--- config.mk ---
export PLATFORM = sky130hd
export DESIGN_NAME = bcd_display_scanner_flat
export DESIGN_NICKNAME = d
export VERILOG_FILES = /design/src/rtl/bcd_display_scanner_pkg.sv /design/src/rtl/bcd_display_scanner_if.sv /design/src/rtl/bcd_display_scanner_seg.sv /design/src/rtl/bcd_display_scanner.sv /design/src/flat_wrapper.sv
export SDC_FILE = /design/constraint.sdc
export NUM_CORES = 1
export LEC_CHECK = 0
export BUFFER_PORTS_ARGS = -buffer_cell sky130_fd_sc_hd__clkbuf_2
export CAP_MARGIN = 20
export CORE_MARGIN = 4
export CORE_UTILIZATION = 35
export DETAILED_ROUTE_END_ITERATION = 10
export GPL_ROUTABILITY_DRIVEN = 0
export SLEW_MARGIN = 20
export SYNTH_ARGS = -nofsm -noshare
export SYNTH_HDL_FRONTEND = slang
export SYNTH_SLANG_ARGS = --single-unit
--- constraint.sdc ---
create_clock -name Clock -period 2.3 [get_ports Clock]
set_clock_uncertainty 0.2 [all_clocks]
set_input_delay 0.345 -clock Clock [delete_from_list [all_inputs] [get_ports Clock]]
set_output_delay 0.345 -clock Clock [all_outputs]
set_load 0.02 [all_outputs]
--- src/rtl/bcd_display_scanner_pkg.sv ---
// Shared constants and types for the 4-digit BCD display scanner.
// Segment codes are active-low {g,f,e,d,c,b,a}; anodes are active-low.
package bcd_disp_pkg;

    // Index of the digit slot currently being driven (0 = units).
    typedef logic [1:0] digit_idx_t;

    localparam logic [6:0] SEG_0     = 7'b1000000;
    localparam logic [6:0] SEG_1     = 7'b1111001;
    localparam logic [6:0] SEG_2     = 7'b0100100;
    localparam logic [6:0] SEG_3     = 7'b0110000;
    localparam logic [6:0] SEG_4     = 7'b0011001;
    localparam logic [6:0] SEG_5     = 7'b0010010;
    localparam logic [6:0] SEG_6     = 7'b0000010;
    localparam logic [6:0] SEG_7     = 7'b1111000;
    localparam logic [6:0] SEG_8     = 7'b0000000;
    localparam logic [6:0] SEG_9     = 7'b0010000;
    localparam logic [6:0] SEG_DASH  = 7'b0111111;
    localparam logic [6:0] SEG_BLANK = 7'b1111111;

    localparam logic [3:0] AN_ALL_OFF = 4'b1111;

    // Active-low one-hot anode pattern for a digit slot.
    function automatic logic [3:0] an_select(digit_idx_t idx);
        logic [3:0] onehot;
        onehot = 4'b0001 << idx;
        return ~onehot;
    endfunction

endpackage

--- src/rtl/bcd_display_scanner_if.sv ---
// Digit inputs and display pins of the BCD display scanner.
// master: digit source / board side; slave: the scanner itself.
interface bcd_display_scanner_if;

    logic [3:0] BCD3;
    logic [3:0] BCD2;
    logic [3:0] BCD1;
    logic [3:0] BCD0;
    logic [3:0] AN;
    logic [6:0] SEG;
    logic       FRAME;

    modport master (
        output BCD3, BCD2, BCD1, BCD0,
        input  AN, SEG, FRAME
    );

    modport slave (
        input  BCD3, BCD2, BCD1, BCD0,
        output AN, SEG, FRAME
    );

endinterface

--- src/rtl/bcd_display_scanner_seg.sv ---
// Combinational BCD to active-low 7-segment decoder.
// Ports: bcd (4-bit digit in), seg (7-bit {g..a} out); 10..15 give a dash.
module bcd_to_7seg
    import bcd_disp_pkg::*;
(
    input  logic [3:0] bcd,
    output logic [6:0] seg
);

    always_comb begin
        seg = SEG_DASH;
        unique case (bcd)
            4'd0:    seg = SEG_0;
            4'd1:    seg = SEG_1;
            4'd2:    seg = SEG_2;
            4'd3:    seg = SEG_3;
            4'd4:    seg = SEG_4;
            4'd5:    seg = SEG_5;
            4'd6:    seg = SEG_6;
            4'd7:    seg = SEG_7;
            4'd8:    seg = SEG_8;
            4'd9:    seg = SEG_9;
            default: seg = SEG_DASH;
        endcase
    end

endmodule

--- src/rtl/bcd_display_scanner.sv ---
// Time-multiplexed 4-digit common-anode 7-seg driver with per-frame snapshot.
// Ports: Clock, Clear (sync, active-high), bus (slave: BCD3..0 in; AN, SEG,
// FRAME out, all registered). Optional macro LEADING_ZERO_BLANK_EN blanks
// leading zero digits (units digit always shown).
module bcd_display_scanner
    import bcd_disp_pkg::*;
#(
    parameter int REFRESH_DIV  = 50000,
    parameter int GUARD_CYCLES = 1
) (
    input  logic                 Clock,
    input  logic                 Clear,
    bcd_display_scanner_if.slave bus
);

    localparam int PW = $clog2(REFRESH_DIV);

    logic [PW-1:0]   prescaler;
    logic [PW-1:0]   prescaler_n;
    digit_idx_t      idx;
    digit_idx_t      idx_n;
    logic [3:0][3:0] snap;
    logic [3:0][3:0] snap_n;

    logic [3:0] an_q;
    logic [6:0] seg_q;
    logic       frame_q;

    logic [3:0] an_d;
    logic [6:0] seg_d;
    logic       frame_d;

    logic       last_tick;
    logic       frame_end;
    logic       in_guard;
    logic [3:0] blank;
    logic       cur_blank;
    logic [6:0] seg_dec;

    assign last_tick = (prescaler == PW'(REFRESH_DIV - 1));
    assign frame_end = last_tick && (idx == 2'd3);

    // Anodes stay dark for the first few clocks of each slot so the
    // segment lines can settle before the next digit lights (anti-ghost).
    if (GUARD_CYCLES > 0) begin : g_guard
        assign in_guard = (prescaler < PW'(GUARD_CYCLES));
    end else begin : g_noguard
        assign in_guard = 1'b0;
    end

`ifdef LEADING_ZERO_BLANK_EN
    // A digit is blank only if it and every more-significant digit are
    // zero; invalid codes count as nonzero so they stay visible as dashes.
    always_comb begin
        blank    = 4'b0000;
        blank[3] = (snap[3] == 4'd0);
        blank[2] = blank[3] && (snap[2] == 4'd0);
        blank[1] = blank[2] && (snap[1] == 4'd0);
        blank[0] = 1'b0;
    end
`else
    assign blank = 4'b0000;
`endif

    assign cur_blank = blank[idx];

    bcd_to_7seg u_dec (
        .bcd (snap[idx]),
        .seg (seg_dec)
    );

    // Next-state: prescaler wraps per slot, idx advances on wrap, and all
    // four digits are captured together at the frame boundary.
    always_comb begin
        prescaler_n = prescaler + PW'(1);
        idx_n       = idx;
        snap_n      = snap;
        if (last_tick) begin
            prescaler_n = '0;
            idx_n       = idx + 2'd1;
        end
        if (frame_end) begin
            snap_n = {bus.BCD3, bus.BCD2, bus.BCD1, bus.BCD0};
        end
    end

    // Output decode from the current scan state; registered below.
    always_comb begin
        an_d    = an_select(idx);
        seg_d   = seg_dec;
        frame_d = frame_end;
        if (in_guard || cur_blank) begin
            an_d = AN_ALL_OFF;
        end
        if (cur_blank) begin
            seg_d = SEG_BLANK;
        end
    end

    always_ff @(posedge Clock) begin
        if (Clear) begin
            prescaler <= '0;
            idx       <= '0;
            snap      <= '0;
            an_q      <= AN_ALL_OFF;
            seg_q     <= SEG_BLANK;
            frame_q   <= 1'b0;
        end else begin
            prescaler <= prescaler_n;
            idx       <= idx_n;
            snap      <= snap_n;
            an_q      <= an_d;
            seg_q     <= seg_d;
            frame_q   <= frame_d;
        end
    end

    assign bus.AN    = an_q;
    assign bus.SEG   = seg_q;
    assign bus.FRAME = frame_q;

endmodule

--- src/flat_wrapper.sv ---
// flat-port wrapper written by rule: the top's interface ports become plain ports
module bcd_display_scanner_flat import bcd_disp_pkg::*;
#(
    parameter int REFRESH_DIV  = 50000,
    parameter int GUARD_CYCLES = 1
)
  (Clock, Clear, bus_BCD3, bus_BCD2, bus_BCD1, bus_BCD0, bus_AN, bus_SEG, bus_FRAME);
  bcd_display_scanner_if bus_i ();
  input  logic Clock;
  input  logic Clear;
  input wire logic [$bits(bus_i.BCD3)-1:0] bus_BCD3;
  input wire logic [$bits(bus_i.BCD2)-1:0] bus_BCD2;
  input wire logic [$bits(bus_i.BCD1)-1:0] bus_BCD1;
  input wire logic [$bits(bus_i.BCD0)-1:0] bus_BCD0;
  output wire logic [$bits(bus_i.AN)-1:0] bus_AN;
  output wire logic [$bits(bus_i.SEG)-1:0] bus_SEG;
  output wire logic [$bits(bus_i.FRAME)-1:0] bus_FRAME;
  assign bus_i.BCD3 = bus_BCD3;
  assign bus_i.BCD2 = bus_BCD2;
  assign bus_i.BCD1 = bus_BCD1;
  assign bus_i.BCD0 = bus_BCD0;
  assign bus_AN = bus_i.AN;
  assign bus_SEG = bus_i.SEG;
  assign bus_FRAME = bus_i.FRAME;
  bcd_display_scanner #(.REFRESH_DIV(REFRESH_DIV), .GUARD_CYCLES(GUARD_CYCLES)) u_core (.Clock(Clock), .Clear(Clear), .bus(bus_i));
endmodule
# Word-level counts from Yosys, hierarchy flattened
# Memories as Yosys holds them, arrays and structs flattened. A register that Yosys moved wholly into a read port is not among the register bits.
# Cells that the tools add are included.
# op_classes
addsub	2
reduce_logical	5
bitwise	1
mux	4
shifts	1
order_cmp	2
n_eq_ne	2
# op_table
cell	n
$add 16x1->16 const B	1
$eq 16x16->1 const B	1
$lt 16x1->1 const B	1
$bmux 4 s2	1
$reduce_or 2->1	3
$mux 4	1
$not 4->4	1
$shl 1x2->4 const A	1
$lt 2x3->1 const B	1
$add 2x1->2 const B	1
$bmux 1 s2	1
$eq 2x2->1 const B	1
$logic_and 1x1->1	1
$logic_or 1x1->1	1
$mux 1	1
# totals
mem_bits_ro	112
elab_cells	26
ff_bits	39
inputBits	18
mem_count	1
output_inout_bits	12
# memory_table
name	words	width	read_ports	rd_ports_with_merged_regs	wr	line_no	rtl
(name not given)	16	7	1	1	0	bcd_display_scanner_seg.sv:12	unique case (bcd)

# Depth between registers and ports, before layout
# Gate-level depths: netlist of run 1.
# depth
depth_word	4
depth_mapped	7
depth_no_buf	6

# By module
# A second synthesis of run 1 with hierarchy kept.
# unflattened
hier_cells	216
hier_area_um2	2142.1
# by_module_without_submodules
mod	n_inst	cells_each	area_each_um2
bcd_display_scanner	1	185	1901.8
bcd_to_7seg	1	31	240.2

# Worst setup path before layout of run 1
# No wires, ideal clock.
# synth_timing
path_kind	register to register
start	reg u_core.idx[0]
end	reg u_core.seg_q[0] (netlist: u_core.bus.SEG[0])
path_stages_with_launch	7
setup_ns	0.134
path_slack_ns	-0.011
required_ns	1.966
n_path_buf	2
synth_period_minus_slack_ns	2.311
arrival_ns	1.978
path_cell_list	dfxtp_1 -> clkbuf_1 -> mux4_2 -> clkbuf_1 -> or2_2 -> a21oi_1 -> o21ai_0
# synth_between
elab_chain_len	3
elab_cells_between_ends	5
classes_between	mux (4); reduce/logical (1)
# synth_lines
element	line_no	rtl
from (decl)	bcd_display_scanner.sv:20	digit_idx_t idx;
from (signal assigned)	bcd_display_scanner.sv:110	idx <= idx_n;
$bmux 1 s2	bcd_display_scanner.sv:65	assign cur_blank = blank[idx];
$mux 1 (implied by the code)	bcd_display_scanner.sv:65	
$reduce_or 2->1 (no line)	n/a	
to (decl)	bcd_display_scanner.sv:26	logic [6:0] seg_q;
# Parallel ways exist; a longest one is shown, timed or not. The select of a mux whose other input is x is not followed.
# A chain may end at the register's enable or synchronous reset.

# Worst setup path after layout of run 1
# layout_timing
start	reg u_core.prescaler[13]
end	reg u_core.snap[3] in the netlist's numbering
# layout_between
elab_chain_len	2
# layout_lines
element	line_no	rtl
from (decl)	bcd_display_scanner.sv:18	logic [PW-1:0] prescaler;
from (signal assigned)	bcd_display_scanner.sv:109	prescaler <= prescaler_n;
$eq 16x16->1	bcd_display_scanner.sv:40	assign last_tick = (prescaler == PW'(REFRESH_DIV - 1));
$logic_and 1x1->1	bcd_display_scanner.sv:41	assign frame_end = last_tick && (idx == 2'd3);
to (signal assigned)	bcd_display_scanner.sv:111	snap <= snap_n;
to (decl)	bcd_display_scanner.sv:22	logic [3:0][3:0] snap;
# No other way between the ends.

==> results of run 1 <==
[cells by family (layout without fill, tap and decap cells)]
logic type      count (synthesis)  after routing  share of synthesized area [%]
compound gates                 49             49                           15.5
xor+xnor                       13             13                           5.27
fa+ha+maj                      11             11                           6.37
buf+inv                        30             66                           5.97
flops                          46             46                           42.6
mux                             6              6                           5.10
simple gates                   79             79                           19.2
[cells in the final DEF (no fill, tap or decap)]
cell / synthesis / routed
a21oi_1: 22 / 22
buf_12: 0 / 1
ha_1: 11 / 11
or3_1: 1 / 1
or4_4: 1 / 2
xor2_1: 2 / 2
nor3_1: 3 / 3
clkbuf_8: 0 / 6
nor3_2: 1 / 1
nand2_1: 12 / 12
nor4b_1: 1 / 1
nor4_1: 6 / 6
clkbuf_2: 0 / 29
a31oi_1: 1 / 1
nor3b_1: 1 / 1
nand4_1: 20 / 20
mux2i_1: 2 / 2
and3_1: 1 / 1
xnor2_1: 11 / 11
inv_1: 12 / 12
o21bai_2: 1 / 1
o31ai_1: 9 / 3
nand2b_1: 1 / 1
dfxtp_1: 46 / 45
or2_2: 2 / 2
o31ai_2: 7 / 13
nand3_1: 8 / 8
buf_4: 0 / 15
clkinv_1: 1 / 1
clkinv_2: 0 / 1
dfxtp_2: 0 / 1
a31o_2: 1 / 1
o21a_1: 1 / 1
mux4_2: 4 / 4
o21ai_0: 7 / 7
clkinvlp_4: 0 / 1
nor2_1: 20 / 20
[power by group through the flow]
stage / Clock, W / Sequential [W] / Combinational [W]
6_report: 0.000524 / 0.000813 / 0.0000689
5_1_grt: 0.000583 / 0.000815 / 0.0000770
4_1_cts: 0.000542 / 0.000814 / 0.0000703
3_5_place_dp: 0 / 0.000832 / 0.0000697
3_3_place_gp: 0 / 0.000832 / 0.0000686
2_1_floorplan: 0 / 0.000841 / 0.0000303
[how the worst min path moves through the flow]
| stage | end |
|---|---|
| after floorplan | u_core.prescaler[0]$_SDFF_PP0_ |
| after global placement | u_core.snap[11]$_SDFFE_PP0P_ |
| after detailed placement | u_core.snap[7]$_SDFFE_PP0P_ |
| after CTS | u_core.snap[1]$_SDFFE_PP0P_ |
| after global routing | u_core.snap[1]$_SDFFE_PP0P_ |
| final | u_core.snap[1]$_SDFFE_PP0P_ |
[worst reg2reg max path: stages, from the launching register on]
cell and delay [ns]:
dfxtp_1 0.32, or4_4 0.53, or4_4 0.56, buf_12 0.18
o31ai_1 0.20, a21oi_1 0.09
[metal layers]
| metal | share of wire [%] | up-vias | global-route usage, % |
|---|---|---|---|
| met5 | 0 | - | 0 |
| met4 | 1.4 | 0 | 4.25 |
| met3 | 4.0 | 5 | 3.99 |
| met2 | 44 | 32 | 19.7 |
| met1 | 51 | 824 | 18.6 |
| li1 | - | 906 | - |
[through the flow]
step                      total power [W]  setup WS (ns)
after floorplan                  0.000871         0.0611
after global placement           0.000901         0.0885
after detailed placement         0.000902         0.0654
after CTS                         0.00143         0.0349
after global routing              0.00148       -0.00551
final                             0.00141         0.0962
[sequential cells by signal, indices dropped and copies added, names as in the netlist]
name and cells:
u_core.snap 16, u_core.bus.FRAME 1, u_core.bus.AN 4, u_core.idx 2, u_core.bus.SEG 7, u_core.prescaler 16
[layout make-up]
cell class | count | area [µm²]
clock buffer | 6 | 82.6
clock inverter | 2 | 12.5
fill | 607 | 3370
inverter | 13 | 48.8
multi-input combinational | 158 | 1140
sequential | 46 | 922
tap | 75 | 93.8
timing repair buffer | 45 | 278
[timing repair]
action | CTS | global route
gates resized for setup | 0 | 8
hold buffers | 0 | 0
setup endpoints to repair | 0 | 21
==> flow_metrics.py, run 1 <==
metrics = {
    "synthesis": {
        "ys_top_cells_by_area": "dfxtp_1, ha_1, nand4_1, a21oi_1, xnor2_1",
        "synth_area_leader_cell": "dfxtp_1",
        "synth-seq-cells": 46,
        "syn_nets": 263,
        "ys_async_sr_fraction_pct": 0,
        "ys.flop_type": "dfxtp_1",
        "yosysTopAreaCellShare_pct": 42.6,
        "synth_edf_count": 0,
        "synthCells": 234,
        "ys_types": 34,
        "synth_common_cells": "dfxtp_1, a21oi_1, nand4_1, nor2_1, clkbuf_1",
        "avgSynthCellArea_um2": 9.23,
        "yosysMostFrequentCell": "dfxtp_1",
        "yosys_warnings": 0,
        "yosysSeqAreaShare_pct": 42.6,
        "syn_area_um2": 2160,
    },
    "hold_path": {
        "min_path_cells": 3,
        "hp-class": "in2reg",
        "hold_start": "bus_BCD0[1]",
    },
    "drt": {
        "ant_nets": 0,
        "first_iter_violations": 152,
        "first_pass_iters": 4,
        "drc": 0,
        "viasPerCell": 5.12,
        "wl_per_cell_um": 13.4,
        "routed_wl_um": 4610,
        "via_count": 1767,
    },
    "power": {
        "power.share.switching_pct": 23.4,
        "ir_drop_mv": 0.288,
        "p_int_w": 0.00108,
        "power_leakage_nw": 0.899,
        "cellPowerDensity_nw_per_um2": 545,
        "p_clk_share_pct": 37.3,
        "p_switching_w": 0.000329,
        "p_comb_share_pct": 4.9,
        "pwr-share-seq_pct": 57.8,
    },
    "final_layout": {
        "layout-drive-gt1-share_pct": 28.9,
        "syn2layout_area_growth_pct": 19.5,
        "diodes": 0,
        "fin_util_pct": 43.3,
        "final_area_um2": 2580,
        "stdcell_count": 345,
        "nets": 298,
    },
    "floorplanning": {
        "core_um2": 5960,
        "initial_core_util_pct": 36.3,
        "row_count": 28,
        "die-area_um2": 7490,
        "pin_count": 30,
        "die_h_um": 86.6,
        "die_x_um": 86.6,
    },
    "global_route": {
        "grt_pass1_vias": 1652,
        "grt_pass1_wl_um": 7880,
        "antenna_found_initial": 0,
        "grt_usage_pct": 13.3,
        "grt_max_degree": 27,
        "gr-total-overflow": 0,
    },
    "clock_tree": {
        "htree_num_levels": 2,
        "cts_tree": "built",
        "cts.reportedPaths.clkPinSlew_ns": 0.09,
        "clk_latency_ns": 0.31,
        "cts_root_buf": "clkbuf_8",
        "cts_buffers": 5,
        "cts_setup_buffers": 0,
        "clock-sinks": 46,
        "clockBufferDepth": 2,
    },
    "timing": {
        "hold_viol": 0,
        "max_freq_ghz": 0.454,
        "fin_hold_ws_ns": 0.0680,
        "worst_pin_slew_ns": 0.854,
        "setup_viol_count_final": 0,
        "min_period_ns": 2.20,
        "finalMaxSlewViolations": 0,
        "slew_headroom_pct": 43.0,
        "period_share_pct": 95.8,
        "tns_ns": 0,
    },
    "critical_path": {
        "reg2reg_depth": 5,
        "crit_path_start": "u_core.prescaler[13]$_SDFF_PP0_",
        "cp_cell_sequence": "or4_4 > or4_4 > buf_12 > o31ai_1 > a21oi_1",
        "criticalPathCategory": "reg2reg",
        "crit_path_frequent_cell": "or4_4",
        "r2r-end": "u_core.snap[3]$_SDFFE_PP0P_",
        "critical_path_required_ns": 2.27,
        "crit_path_end_kind": "register",
        "regToRegSetupSlack_ns": 0.1,
        "crit_end": "u_core.snap[3]$_SDFFE_PP0P_",
        "path_delay_family": "simple AND/OR/NAND/NOR gates",
        "reg2reg_from": "u_core.prescaler[13]$_SDFF_PP0_",
        "cpMaxStageDelayCell": "or4_4",
        "cp.arrival_ns": 2.17,
        "cpPeakStageDelay_ns": 0.56,
        "crit_buf_inv": 1,
        "startpoint_type": "register",
        "cp.depth": 5,
        "crit_path_max_fanout": 19,
    },
    "placement": {
        "dp.cells": 337,
        "dp_hpwl_um": 3210,
        "place_area_um2": 2450,
        "port_buffers": 29,
    },
    "run_status": {
        "status": "complete, no violations",
    },
    "flow_run": {
        "maxCapViolCount": 0,
    },
}
(Power assumes the default switching activity.)
==> run 2: changes to the inputs <==
--- a/config.mk
+++ b/config.mk
@@ -7,10 +7,11 @@
 export LEC_CHECK = 0
 export BUFFER_PORTS_ARGS = -buffer_cell sky130_fd_sc_hd__clkbuf_2
 export CAP_MARGIN = 20
-export CORE_MARGIN = 4
+export CORE_MARGIN = 3
 export CORE_UTILIZATION = 35
 export DETAILED_ROUTE_END_ITERATION = 10
 export GPL_ROUTABILITY_DRIVEN = 0
+export REMOVE_ABC_BUFFERS = 1
 export SLEW_MARGIN = 20
 export SYNTH_ARGS = -nofsm -noshare
 export SYNTH_HDL_FRONTEND = slang
==> run 2 against run 1 <==
  * Highest routed layer unchanged
  * Non-clock buffer count up 2
  * Die area down 4.6%
  * Sequential cell count unchanged
  * Critical path depth unchanged
  * Via count up 1.3%
  * Combinational power up 6.5%
  * Register-to-register slack better by 0.06 ns
  * Clock power down 3%
  * Clock-buffer cell count up 1
  * Design area about the same
  * First-iteration DRC count down 29%
==> flow_metrics.py, run 2 (same netlist as run 1, synthesis figures left out) <==
metrics = {
    "timing": {
        "max_freq_ghz": 0.467,
        "fin_ws_ns": 0.156,
        "min_period_ns": 2.14,
        "setup_viol_count_final": 0,
        "rsz0062_at_grt": "no",
        "slew_headroom_pct": 47.5,
        "hold_viol": 0,
        "fin_hold_ws_ns": 0.0802,
        "worst_pin_slew_ns": 0.786,
        "tns_ns": 0,
        "finalMaxSlewViolations": 0,
        "period_share_pct": 93.2,
    },
    "final_layout": {
        "ff_latch_area_um2": 922,
        "syn2layout_area_growth_pct": 19.6,
        "n_fill_cell": 577,
        "nets": 300,
        "diodes": 0,
        "layout_common_cells": "dfxtp_1, clkbuf_2, a21oi_1",
        "multi_input_area_um2": 1120,
        "final_area_um2": 2580,
        "layout-drive-gt1-share_pct": 27.6,
        "final_common_cell": "dfxtp_1",
    },
    "critical_path": {
        "crit_path_end_kind": "register",
        "crit_path_max_fanout": 19,
        "cp.arrival_ns": 2.10,
        "critical_path_required_ns": 2.26,
        "startpoint_type": "register",
        "criticalPathCategory": "reg2reg",
    },
    "placement": {
        "dp_hpwl_um": 3300,
        "place_area_um2": 2470,
        "pre_cts_ws_ns": 0.0448,
        "port_buffers": 29,
    },
    "run_status": {
        "status": "complete, no violations",
    },
    "clock_tree": {
        "clk_latency_ns": 0.29,
        "clock-sinks": 46,
        "cts_tree": "built",
        "cts.reportedPaths.clkPinSlew_ns": 0.08,
        "cts_setup_buffers": 0,
        "htree_num_levels": 2,
        "cts_buffers": 5,
        "cts_root_buf": "clkbuf_8",
        "ctsHoldBuffers": 0,
        "clockBufferDepth": 2,
    },
    "floorplanning": {
        "core_um2": 5740,
        "initial_core_util_pct": 37.6,
        "die_h_um": 84.6,
        "die_x_um": 84.6,
        "pin_count": 30,
        "die-area_um2": 7150,
        "row_count": 27,
    },
    "drt": {
        "first_iter_violations": 108,
        "wl_per_cell_um": 13.8,
        "ant_nets": 0,
        "drc": 0,
        "via_count": 1790,
        "first_pass_iters": 4,
        "viasPerCell": 5.20,
        "routed_wl_um": 4750,
    },
    "global_route": {
        "met2_usage_pct": 21.8,
        "grt_usage_pct": 14.0,
        "grt_max_degree": 27,
        "busiest_layer": "met2",
        "gr-total-overflow": 0,
        "grt_pass1_vias": 1688,
        "grt_pass1_wl_um": 8050,
        "grt_use_met1_pct": 19.0,
        "use_met3_pct": 3.14,
        "antenna_found_initial": 0,
    },
    "power": {
        "power_leakage_nw": 0.915,
        "cellPowerDensity_nw_per_um2": 539,
        "ir_drop_mv": 0.416,
        "finalPower_w": 0.00139,
    },
    "hold_path": {
        "hp-class": "in2reg",
    },
    "flow_run": {
        "maxCapViolCount": 0,
    },
}
run 2: cell count changes in the layout (fill, tap and decap cells not counted), sizes merged:
cell,before,now
buf,16,18
clkbuf,35,36
clkinvlp,1,0
run 2: final timing paths:
kind | from | to | slack (ns) | depth (start not counted)
max | u_core.prescaler[13]$_SDFF_PP0_ | u_core.snap[5]$_SDFFE_PP0P_ | 0.16 | 5
min reg2reg | u_core.snap[13]$_SDFFE_PP0P_ | u_core.snap[13]$_SDFFE_PP0P_ | 0.27 | 2
max reg2reg | u_core.prescaler[13]$_SDFF_PP0_ | u_core.snap[5]$_SDFFE_PP0P_ | 0.16 | 5
min | bus_BCD3[0] | u_core.snap[12]$_SDFFE_PP0P_ | 0.08 | 3
run 2: routing by layer:
| layer | wire length [µm] | vias to the layer above |
|---|---|---|
| li1 | - | 912 |
| met1 | 2280 | 842 |
| met2 | 2230 | 31 |
| met3 | 186 | 5 |
| met4 | 44 | 0 |
| met5 | 0 | - |
run 2: power breakdown:
part           switching (W)  leakage (nW)  internal, W
clock               0.000263        0.0482     0.000243
sequential        0.00000578         0.374     0.000808
combinational      0.0000421         0.493    0.0000313
run 2: layout make-up:
class / instances / share of cell area (%)
tap: 72 / 3.49
inverter: 13 / 1.89
multi-input combinational: 158 / 43.6
clock buffer: 7 / 3.34
timing repair buffer: 47 / 11.8
sequential: 46 / 35.7
clock inverter: 1 / 0.194
run 2: critical path, cell delays in order, from the launching register on:
cell and delay (ns):
dfxtp_1 0.32, or4_1 0.54, or4_4 0.46, buf_12 0.18, o31ai_1 0.21, a21oi_1 0.10
run 2: stage by stage:
step                      std cells  util (%)
final                           344      45.0
after global routing            344      45.0
after CTS                       344      44.7
after detailed placement        336      43.1
after global placement          336      43.1
after floorplan                 217         -
run 2: what timing repair did:
| item | in CTS | in global routing |
|---|---|---|
| gates resized for setup | 0 | 4 |
| endpoints found under the setup margin | 0 | 14 |
| hold endpoints to repair | 0 | 0 |
==> run 3: changes to the inputs <==
--- a/config.mk
+++ b/config.mk
@@ -7,11 +7,15 @@
 export LEC_CHECK = 0
 export BUFFER_PORTS_ARGS = -buffer_cell sky130_fd_sc_hd__clkbuf_2
 export CAP_MARGIN = 20
+export CELL_PAD_IN_SITES_DETAIL_PLACEMENT = 1
+export CELL_PAD_IN_SITES_GLOBAL_PLACEMENT = 2
 export CORE_MARGIN = 3
-export CORE_UTILIZATION = 35
+export CORE_UTILIZATION = 31
 export DETAILED_ROUTE_END_ITERATION = 10
 export GPL_ROUTABILITY_DRIVEN = 0
+export PLACE_DENSITY_LB_ADDON = 0.1
 export REMOVE_ABC_BUFFERS = 1
+export SKIP_LAST_GASP = 1
 export SLEW_MARGIN = 20
 export SYNTH_ARGS = -nofsm -noshare
 export SYNTH_HDL_FRONTEND = slang
==> run 3 against run 2 <==
  * Global-route usage up 0.64 points
  * Register-to-register slack worse by 0.099 ns
  * Core utilization down 5.1 points
  * Critical endpoint is now u_core.snap[2]$_SDFFE_PP0P_
  * Largest power group unchanged
  * Largest cell class unchanged
  * Highest routed layer unchanged
  * Power down 1.7%
==> flow_metrics.py, run 3 (same netlist as run 1, synthesis figures left out) <==
metrics = {
    "placement": {
        "port_buffers": 29,
        "dp_hpwl_um": 3740,
        "place_area_um2": 2500,
        "pre_cts_ws_ns": 0.0588,
    },
    "drt": {
        "drc": 0,
        "via_count": 1794,
        "viasPerCell": 5.13,
        "routed_wl_um": 5270,
        "ant_nets": 0,
        "first_pass_iters": 4,
        "first_iter_violations": 84,
        "wl_per_cell_um": 15.1,
    },
    "timing": {
        "fin_ws_ns": 0.0570,
        "period_share_pct": 97.5,
        "rsz0062_at_grt": "yes",
        "slew_headroom_pct": 43.0,
        "hold_viol": 0,
        "max_freq_ghz": 0.446,
        "setup_viol_count_final": 0,
        "worst_pin_slew_ns": 0.854,
        "min_period_ns": 2.24,
        "fin_hold_ws_ns": 0.0774,
        "finalMaxSlewViolations": 0,
    },
    "clock_tree": {
        "cts_tree": "built",
        "cts_buffers": 5,
        "cts.reportedPaths.clkPinSlew_ns": 0.09,
        "htree_num_levels": 2,
        "cts_setup_buffers": 0,
        "clk_latency_ns": 0.30,
        "ctsHoldBuffers": 0,
        "cts_root_buf": "clkbuf_8",
        "post_cts_resize_count": 0,
        "clockBufferDepth": 2,
        "clock-sinks": 46,
    },
    "final_layout": {
        "final_area_um2": 2600,
        "final_common_cell": "dfxtp_1",
        "layout-drive-gt1-share_pct": 28.9,
        "nets": 302,
        "diodes": 0,
        "n_fill_cell": 774,
        "layout_common_cells": "dfxtp_1, clkbuf_2, a21oi_1",
        "syn2layout_area_growth_pct": 20.5,
    },
    "critical_path": {
        "critical_path_required_ns": 2.28,
        "crit_path_start": "u_core.prescaler[13]$_SDFF_PP0_",
        "crit_path_max_fanout": 19,
        "crit_path_end_kind": "register",
        "regToRegSetupSlack_ns": 0.06,
        "reg2reg_depth": 5,
        "crit_end": "u_core.snap[2]$_SDFFE_PP0P_",
        "reg2reg_from": "u_core.prescaler[13]$_SDFF_PP0_",
        "cp.arrival_ns": 2.22,
        "r2r-end": "u_core.snap[2]$_SDFFE_PP0P_",
        "criticalPathCategory": "reg2reg",
        "startpoint_type": "register",
    },
    "power": {
        "p_comb_share_pct": 5.7,
        "pwr-share-seq_pct": 59.4,
        "cellPowerDensity_nw_per_um2": 526,
        "p_clk_share_pct": 35.0,
        "p_switching_w": 0.000323,
        "power.share.switching_pct": 23.6,
        "power_leakage_nw": 0.922,
        "p_int_w": 0.00105,
        "ir_drop_mv": 0.219,
    },
    "floorplanning": {
        "initial_core_util_pct": 33.1,
        "die-area_um2": 8000,
        "die_h_um": 89.5,
        "row_count": 29,
        "pin_count": 30,
        "core_um2": 6530,
        "die_x_um": 89.5,
    },
    "global_route": {
        "grt_usage_pct": 14.6,
        "gr-total-overflow": 0,
        "antenna_found_initial": 0,
        "grt_pass1_wl_um": 9060,
        "grt_pass1_vias": 1845,
        "grt_max_degree": 21,
    },
    "hold_path": {
        "hp-class": "in2reg",
    },
    "run_status": {
        "status": "complete, no violations",
    },
    "flow_run": {
        "maxCapViolCount": 0,
    },
}
[run 3: changes by cell type in the layout (fill, tap and decap cells not counted), sizes merged]
| cell | before | now |
|---|---|---|
| buf | 18 | 20 |
| clkinv | 2 | 3 |
| clkbuf | 36 | 34 |
[run 3: layout make-up]
| type | instances | area [µm²] | area share [%] |
|---|---|---|---|
| Multi-Input combinational cell | 158 | 1130 | 43.6 |
| Tap cell | 77 | 96.3 | 3.70 |
| Clock inverter | 2 | 10.0 | 0.385 |
| Inverter | 13 | 48.8 | 1.88 |
| Clock buffer | 5 | 68.8 | 2.65 |
| Timing Repair Buffer | 49 | 320 | 12.3 |
| Sequential cell | 46 | 922 | 35.4 |
[run 3: metal layers]
| metal | up-vias | share of wire (%) | global-route usage, % |
|---|---|---|---|
| li1 | 912 | - | - |
| met1 | 849 | 54 | 21.3 |
| met2 | 29 | 42 | 21.3 |
| met3 | 4 | 3.3 | 3.32 |
| met4 | 0 | 1.2 | 4.47 |
| met5 | - | 0 | 0 |
[run 3: per-stage QoR]
stage	cells	power [W]	utilization, %	TNS, ns
2_1_floorplan	217	0.000864	-	-0.281
3_3_place_gp	343	0.000910	38.2	0
3_5_place_dp	343	0.000911	38.2	0
4_1_cts	350	0.00139	39.4	0
5_1_grt	350	0.00143	39.8	-0.00375
6_report	350	0.00137	39.8	0
[run 3: worst min-delay path by stage]
stage	start	endpoint	slack (ns)	depth (start not counted)
after CTS	bus_BCD1[2]	u_core.snap[6]$_SDFFE_PP0P_	0.07	3
after global routing	bus_BCD2[3]	u_core.snap[11]$_SDFFE_PP0P_	0.08	3
final	bus_BCD1[1]	u_core.snap[5]$_SDFFE_PP0P_	0.08	3
after floorplan	Clear	u_core.idx[0]$_SDFFE_PP0P_	0.21	1
after detailed placement	u_core.snap[2]$_SDFFE_PP0P_	u_core.snap[2]$_SDFFE_PP0P_	0.26	2
after global placement	u_core.snap[2]$_SDFFE_PP0P_	u_core.snap[2]$_SDFFE_PP0P_	0.25	2
[run 3: power by group through the flow]
stage / Combinational, W / Sequential [W] / Clock (W)
6_report: 0.0000776 / 0.000813 / 0.000479
5_1_grt: 0.0000877 / 0.000815 / 0.000531
4_1_cts: 0.0000795 / 0.000813 / 0.000493
3_5_place_dp: 0.0000792 / 0.000832 / 0
3_3_place_gp: 0.0000785 / 0.000832 / 0
2_1_floorplan: 0.0000216 / 0.000842 / 0
[run 3: critical path, cell delays in order, from the launching register on]
cell and delay [ns]:
dfxtp_1 0.31, or4_1 0.54, or4_4 0.58, buf_12 0.18, o31ai_1 0.21, a21oi_1 0.09
